$ cat src/rtl/rv32_mem_arb_pkg.sv
// Shared types for the RV32 instruction/data memory-bus arbiter.
package rv32_mem_arb_pkg;

  localparam int RV32_XLEN = 32;

  typedef enum logic [1:0] {
    IDLE,
    GRANT_INSTR,
    GRANT_DATA
  } rv32_mem_arb_state_t;

  typedef enum logic {
    INSTR,
    DATA
  } rv32_mem_arb_owner_t;

endpackage

$ cat src/rtl/rv32_mem_arb_watchdog.sv
// Bus-timeout watchdog: counts grant cycles without slave completion and
// flags expiry on the TIMEOUT_CYCLES-th such cycle. TIMEOUT_CYCLES=0 removes it.
module rv32_mem_arb_watchdog #(
  parameter int TIMEOUT_CYCLES = 255
) (
  input  logic clk,
  input  logic reset,
  input  logic active,
  input  logic ready,
  output logic expire
);

  generate
    if (TIMEOUT_CYCLES == 0) begin : g_off
      assign expire = 1'b0;
    end else begin : g_on
      localparam int CNT_W = $clog2(TIMEOUT_CYCLES + 1);
      localparam logic [CNT_W-1:0] LAST = CNT_W'(TIMEOUT_CYCLES - 1);

      logic [CNT_W-1:0] count;

      // A slave completion in the expiry cycle wins, so expire needs !ready.
      assign expire = active && !ready && (count == LAST);

      always_ff @(posedge clk or posedge reset) begin
        if (reset) begin
          count <= '0;
        end else if (!active || ready || expire) begin
          count <= '0;
        end else begin
          count <= count + 1'b1;
        end
      end
    end
  endgenerate

endmodule

$ cat src/rtl/rv32_mem_arbiter.sv
// Shares one memory bus between instruction fetch and the mem stage.
// Optional RV32_MEM_ARB_ROUND_ROBIN_EN alternates ownership on conflicts.
module rv32_mem_arbiter
  import rv32_mem_arb_pkg::*;
#(
  parameter int TIMEOUT_CYCLES = 255
) (
  input  logic                 clk,
  input  logic                 reset,
  input  logic                 instr_read_en_in,
  input  logic [RV32_XLEN-1:0] instr_address_in,
  output logic [RV32_XLEN-1:0] instr_read_value_out,
  output logic                 instr_ready_out,
  input  logic                 data_read_en_in,
  input  logic                 data_write_en_in,
  input  logic [RV32_XLEN-1:0] data_address_in,
  input  logic [3:0]           data_write_mask_in,
  input  logic [RV32_XLEN-1:0] data_write_value_in,
  output logic [RV32_XLEN-1:0] data_read_value_out,
  output logic                 data_ready_out,
  output logic [RV32_XLEN-1:0] bus_address_out,
  output logic                 bus_read_en_out,
  output logic                 bus_write_en_out,
  output logic [3:0]           bus_write_mask_out,
  output logic [RV32_XLEN-1:0] bus_write_value_out,
  input  logic [RV32_XLEN-1:0] bus_read_value_in,
  input  logic                 bus_ready_in,
  output logic                 bus_fault_out
);

  rv32_mem_arb_state_t state, state_next;

  logic data_req;
  logic grant_active;
  logic expire;
  logic done;
  logic prefer_data;
  logic data_is_write;

  assign data_req     = data_read_en_in | data_write_en_in;
  assign grant_active = (state != IDLE);
  assign done         = grant_active && (bus_ready_in || expire);

  rv32_mem_arb_watchdog #(
    .TIMEOUT_CYCLES(TIMEOUT_CYCLES)
  ) u_watchdog (
    .clk    (clk),
    .reset  (reset),
    .active (grant_active),
    .ready  (bus_ready_in),
    .expire (expire)
  );

`ifdef RV32_MEM_ARB_ROUND_ROBIN_EN
  rv32_mem_arb_owner_t last_owner;

  always_ff @(posedge clk or posedge reset) begin
    if (reset) begin
      last_owner <= INSTR;
    end else if (done) begin
      last_owner <= (state == GRANT_DATA) ? DATA : INSTR;
    end
  end

  assign prefer_data = (last_owner == INSTR);
`else
  assign prefer_data = 1'b1;
`endif

  always_ff @(posedge clk or posedge reset) begin
    if (reset) begin
      state <= IDLE;
    end else begin
      state <= state_next;
    end
  end

  // Access kind is latched at grant so the strobe holds even if the requester misbehaves.
  always_ff @(posedge clk) begin
    if (state_next == GRANT_DATA && state != GRANT_DATA) begin
      data_is_write <= data_write_en_in;
    end
  end

  always_comb begin
    state_next           = state;
    bus_address_out      = '0;
    bus_read_en_out      = 1'b0;
    bus_write_en_out     = 1'b0;
    bus_write_mask_out   = '0;
    bus_write_value_out  = '0;
    instr_ready_out      = 1'b0;
    instr_read_value_out = '0;
    data_ready_out       = 1'b0;
    data_read_value_out  = '0;
    bus_fault_out        = 1'b0;

    case (state)
      IDLE: begin
        if (data_req && (prefer_data || !instr_read_en_in)) begin
          state_next = GRANT_DATA;
        end else if (instr_read_en_in) begin
          state_next = GRANT_INSTR;
        end
      end

      GRANT_INSTR: begin
        bus_address_out = instr_address_in;
        bus_read_en_out = 1'b1;
        if (done) begin
          // A dropped request still consumes the grant; its result is discarded.
          instr_ready_out      = instr_read_en_in;
          instr_read_value_out = (instr_read_en_in && bus_ready_in) ? bus_read_value_in : '0;
          bus_fault_out        = !bus_ready_in;
          state_next           = data_req ? GRANT_DATA : IDLE;
        end
      end

      GRANT_DATA: begin
        bus_address_out     = data_address_in;
        bus_read_en_out     = !data_is_write;
        bus_write_en_out    = data_is_write;
        bus_write_mask_out  = data_write_mask_in;
        bus_write_value_out = data_write_value_in;
        if (done) begin
          data_ready_out      = data_req;
          data_read_value_out = (data_req && bus_ready_in) ? bus_read_value_in : '0;
          bus_fault_out       = !bus_ready_in;
          state_next          = instr_read_en_in ? GRANT_INSTR : IDLE;
        end
      end

      default: begin
        state_next = IDLE;
      end
    endcase
  end

endmodule

$ cat config.mk
export PLATFORM = sky130hd
export DESIGN_NAME = rv32_mem_arbiter
export DESIGN_NICKNAME = d
export VERILOG_FILES = /design/src/rtl/rv32_mem_arb_pkg.sv /design/src/rtl/rv32_mem_arb_watchdog.sv /design/src/rtl/rv32_mem_arbiter.sv
export SDC_FILE = /design/constraint.sdc
export NUM_CORES = 1
export LEC_CHECK = 0
export CELL_PAD_IN_SITES_DETAIL_PLACEMENT = 1
export CELL_PAD_IN_SITES_GLOBAL_PLACEMENT = 1
export CORE_ASPECT_RATIO = 0.5
export CORE_UTILIZATION = 12
export DETAILED_ROUTE_END_ITERATION = 10
export HOLD_SLACK_MARGIN = 0.03
export PLACE_DENSITY = 0.81
export SKIP_CTS_REPAIR_TIMING = 1
export SYNTH_ARGS = -nofsm -noshare
export SYNTH_HDL_FRONTEND = slang
export SYNTH_SLANG_ARGS = --single-unit
$ cat constraint.sdc
create_clock -name clk -period 2 [get_ports clk]
set_input_delay 0.2 -clock clk [delete_from_list [all_inputs] [get_ports clk]]
set_output_delay 0.2 -clock clk [all_outputs]
set_load 0.02 [all_outputs]
==> run_summary.xml <==
<?xml version="1.0" encoding="UTF-8"?>
<metrics>
  <group name="logic_synthesis">
    <metric name="synth-adder-area-share" unit="%">4.02</metric>
    <metric name="mappedNetlistNets" unit="">401</metric>
    <metric name="mappedNetlistArea" unit="µm²">1870</metric>
    <metric name="synth-edff-count" unit="">1</metric>
    <metric name="synth.area.mux_share" unit="%">1.14</metric>
    <metric name="syn-mean-instance-area" unit="µm²">7.26</metric>
    <metric name="synthArstFlopShare" unit="%">90.9</metric>
    <metric name="synth_cell_type_count" unit="">29</metric>
    <metric name="synthesized_area_fraction_occupied_by_and_or_nand_nor_cells" unit="%">53.2</metric>
    <metric name="syn_inst" unit="">257</metric>
    <metric name="post_synthesis_compound_gate_area_fraction" unit="%">18.4</metric>
    <metric name="synth_area_leader_cell" unit="">and2_1</metric>
    <metric name="post_synth_xor_area_fraction" unit="%">2.82</metric>
    <metric name="synth.ff_latch_count" unit="">11</metric>
    <metric name="synth-seq-area-share" unit="%">15.0</metric>
    <metric name="synth_top_flop_cell" unit="">dfrtp_1</metric>
    <metric name="yosys.area.top_type_share" unit="%">33.8</metric>
    <metric name="number_of_warnings_reported_in_the_yosys_synthesis_log" unit="">0</metric>
    <metric name="synth_top_family_by_area" unit="">simple AND/OR/NAND/NOR gates</metric>
    <metric name="ranking_of_synthesized_cells_by_area" unit="">and2_1, dfrtp_1, a22oi_1</metric>
  </group>
  <group name="setup_path">
    <metric name="crit_arrival" unit="ns">2.00</metric>
    <metric name="timing.critical_path.cells" unit="">inv_2, buf_6, ha_4, nand2b_4, a21boi_4, buf_6, mux2i_2, o2bb2ai_2, and3b_1</metric>
    <metric name="path_buf_inv" unit="">3</metric>
    <metric name="crit-reg2reg-capture" unit="">data_is_write</metric>
    <metric name="path_depth_of_the_worst_reg2reg_path" unit="">9</metric>
    <metric name="worst-r2r-setup-slack" unit="ns">-0.05</metric>
    <metric name="crit_type" unit="">flip-flop to flip-flop</metric>
    <metric name="critical_path_launch_point_type" unit="">flip-flop</metric>
    <metric name="worst_ep_required" unit="ns">1.95</metric>
    <metric name="cpPeakStageDelay" unit="ns">0.38</metric>
    <metric name="critical-path-slowest-cell" unit="">dfrtp_1</metric>
    <metric name="worst_setup_path_end_kind" unit="">flip-flop</metric>
    <metric name="crit_fanout" unit="">5</metric>
    <metric name="timing.critical_path.mode_cell" unit="">buf_6</metric>
    <metric name="worst_r2r_startpoint" unit="">state[1]</metric>
    <metric name="timing.critical_path.max_delay_family" unit="">flip-flops</metric>
  </group>
  <group name="timing">
    <metric name="worst_slew_margin_rel" unit="%">73.3</metric>
    <metric name="min_period_over_period" unit="%">103</metric>
    <metric name="grt_setup_unrepaired" unit="">true</metric>
    <metric name="maxClockFrequency" unit="MHz">488</metric>
    <metric name="slew_at_the_pin_with_the_worst_max_slew_slack" unit="ns">0.400</metric>
    <metric name="fin_worst_hold_slack" unit="ns">0.251</metric>
    <metric name="final-hold-violation-count" unit="">0</metric>
    <metric name="fin_ws" unit="ns">-0.0502</metric>
    <metric name="layout_min_cycle_time" unit="ns">2.05</metric>
    <metric name="finalSetupViolCount" unit="">16</metric>
    <metric name="final.setup.tns" unit="ns">-0.212</metric>
    <metric name="slew_viol_final" unit="">0</metric>
    <metric name="timing.clock.skew" unit="ns">0.00251</metric>
  </group>
  <group name="layout">
    <metric name="final_nets" unit="">699</metric>
    <metric name="ant_cells" unit="">0</metric>
    <metric name="layout.cells.most_common_list" unit="">clkdlybuf4s50_1, and2_1, dlymetal6s2s_1, buf_4, nor2b_1</metric>
    <metric name="post_route_cell_area" unit="µm²">5420</metric>
    <metric name="filler_cell_count" unit="">1709</metric>
    <metric name="layout.cells.non_filler" unit="">752</metric>
    <metric name="final_common_cell" unit="">clkdlybuf4s50_1</metric>
    <metric name="final_layout_size_suffix_gt1_share" unit="%">29.6</metric>
    <metric name="synthToLayoutAreaGrowth" unit="%">190</metric>
    <metric name="fin_util" unit="%">36.6</metric>
  </group>
  <group name="grt">
    <metric name="gr-usage-all-layers" unit="%">13.7</metric>
    <metric name="grt_antenna_before_repair" unit="">0</metric>
    <metric name="grt-ovfl-total" unit="">0</metric>
    <metric name="first_pass_grt_wire_length" unit="µm">17200</metric>
    <metric name="number_of_global_route_vias_before_repair" unit="">3160</metric>
    <metric name="grt_start_max_net_pins" unit="">34</metric>
  </group>
  <group name="routing">
    <metric name="detail_route.wirelength" unit="µm">12600</metric>
    <metric name="route.detailed.drc" unit="">0</metric>
    <metric name="post_drt_via_cell_ratio" unit="">3.92</metric>
    <metric name="ant_nets" unit="">0</metric>
    <metric name="first_pass_iters" unit="">4</metric>
    <metric name="avgRoutedWirePerCell" unit="µm">16.8</metric>
    <metric name="drt_iter0_markers" unit="">86</metric>
    <metric name="vias" unit="">2945</metric>
  </group>
  <group name="placement">
    <metric name="pre_cts_setup_slack" unit="ns">-0.207</metric>
    <metric name="place_inst" unit="">739</metric>
    <metric name="place.gp.congestion" unit="">0.774</metric>
    <metric name="portBuffers" unit="">274</metric>
    <metric name="placedInstanceArea" unit="µm²">5110</metric>
    <metric name="post-dp-hpwl" unit="µm">10000</metric>
  </group>
  <group name="cts">
    <metric name="cts_sinks" unit="">11</metric>
    <metric name="clock_tree.buffer_depth" unit="">2</metric>
    <metric name="clkSlewWorstSetupHoldPaths" unit="ns">0.04</metric>
    <metric name="clock_insertion_delay_worst_skew" unit="ns">0.24</metric>
    <metric name="cts_buffers" unit="">3</metric>
    <metric name="cts_tree" unit="">built</metric>
    <metric name="clock_tree.root_cell" unit="">clkbuf_16</metric>
    <metric name="cts-htree-levels" unit="">1</metric>
  </group>
  <group name="floorplan">
    <metric name="core.rowCount" unit="">31</metric>
    <metric name="die_extent_in_y" unit="µm">90.2</metric>
    <metric name="floorplan.core_area" unit="µm²">14800</metric>
    <metric name="initial_core_util" unit="%">12.6</metric>
    <metric name="die_area" unit="µm²">16100</metric>
    <metric name="die_width" unit="µm">178</metric>
    <metric name="io-pin-count" unit="">275</metric>
  </group>
  <group name="min_path">
    <metric name="hold_path.class" unit="">primary input to async pin</metric>
  </group>
  <group name="power_and_ir_drop">
    <metric name="finalPower" unit="mW">5.57</metric>
    <metric name="p_leak" unit="nW">3.10</metric>
    <metric name="ir_worst_vdd" unit="V">0.000458</metric>
    <metric name="power_per_standard_cell_area" unit="nW/µm²">1030</metric>
  </group>
  <group name="status">
    <metric name="violations_in_the_final_reports" unit="">setup timing</metric>
    <metric name="status" unit="">complete, but fails checks</metric>
  </group>
  <group name="job">
    <metric name="timing.max_cap.violations" unit="">0</metric>
  </group>
</metrics>
## worst reg2reg max path, cell delays in order (launching register included)
cell and delay, ns:
dfrtp_1 0.38, inv_2 0.08, buf_6 0.10, ha_4 0.13
nand2b_4 0.16, a21boi_4 0.22, buf_6 0.15, mux2i_2 0.23
o2bb2ai_2 0.14, and3b_1 0.18
## state kept, by name, summed over array words and instances (netlist names)
register	cells
data_is_write	1
state	2
u_watchdog.g_on.count	8
## per-layer routing
metal,GRT usage [%],routed length [µm],vias to the layer above
met5,0,0,-
met4,2.82,119,0
met3,2.28,685,8
met2,28.4,7110,80
met1,13.9,4730,1410
li1,-,-,1447
## synthesized netlist by cell type, types with 2 or more instances
| master | number |
|---|---|
| nor2b_1 | 35 |
| nand2b_1 | 2 |
| a22oi_1 | 32 |
| dfrtp_1 | 10 |
| o21ai_0 | 2 |
| nor2_1 | 14 |
| ha_1 | 6 |
| clkbuf_1 | 19 |
| nand3_1 | 3 |
| inv_1 | 4 |
| nand2_1 | 4 |
| o21a_1 | 2 |
| and2_1 | 101 |
| a32oi_1 | 2 |
| xnor2_1 | 3 |
| buf_2 | 3 |
| xor2_1 | 3 |
## logic make-up after synthesis
logic type               count (synthesis)
XOR/XNOR                                 6
AND/OR/NAND/NOR                        164
AO/OA/AOI/OAI                           42
multiplexers                             2
flip-flops                              11
buffers and inverters                   26
adder cells (fa/ha/maj)                  6
## cell type report
cell class	instances	area, µm²	share of cell area (%)
tap	198	248	4.57
multi-input combinational	220	1630	30.0
clock buffer	4	78.8	1.45
inverter	4	15.0	0.277
timing repair buffer	315	3170	58.5
sequential	11	280	5.17
## worst max path at each step
stage,depth (start not counted),endpoint,startpoint,slack (ns)
global route,9,data_is_write,state[1],-0.12
global placement,8,instr_read_value_out[23],state[1],-0.18
floorplan,7,data_is_write,state[1],0.12
finish,9,data_is_write,state[1],-0.05
detailed placement,7,instr_read_value_out[27],state[0],-0.21
CTS,7,instr_read_value_out[27],state[0],-0.47
## report_power, final
part           total (mW)  internal [mW]  switching, mW  leakage (nW)
registers           0.300          0.274         0.0261         0.145
logic                4.90           2.47           2.43          2.91
clock network       0.367          0.268         0.0987        0.0382
total                5.57           3.01           2.56          3.10
No activity file was read; power rests on OpenSTA's default activity.
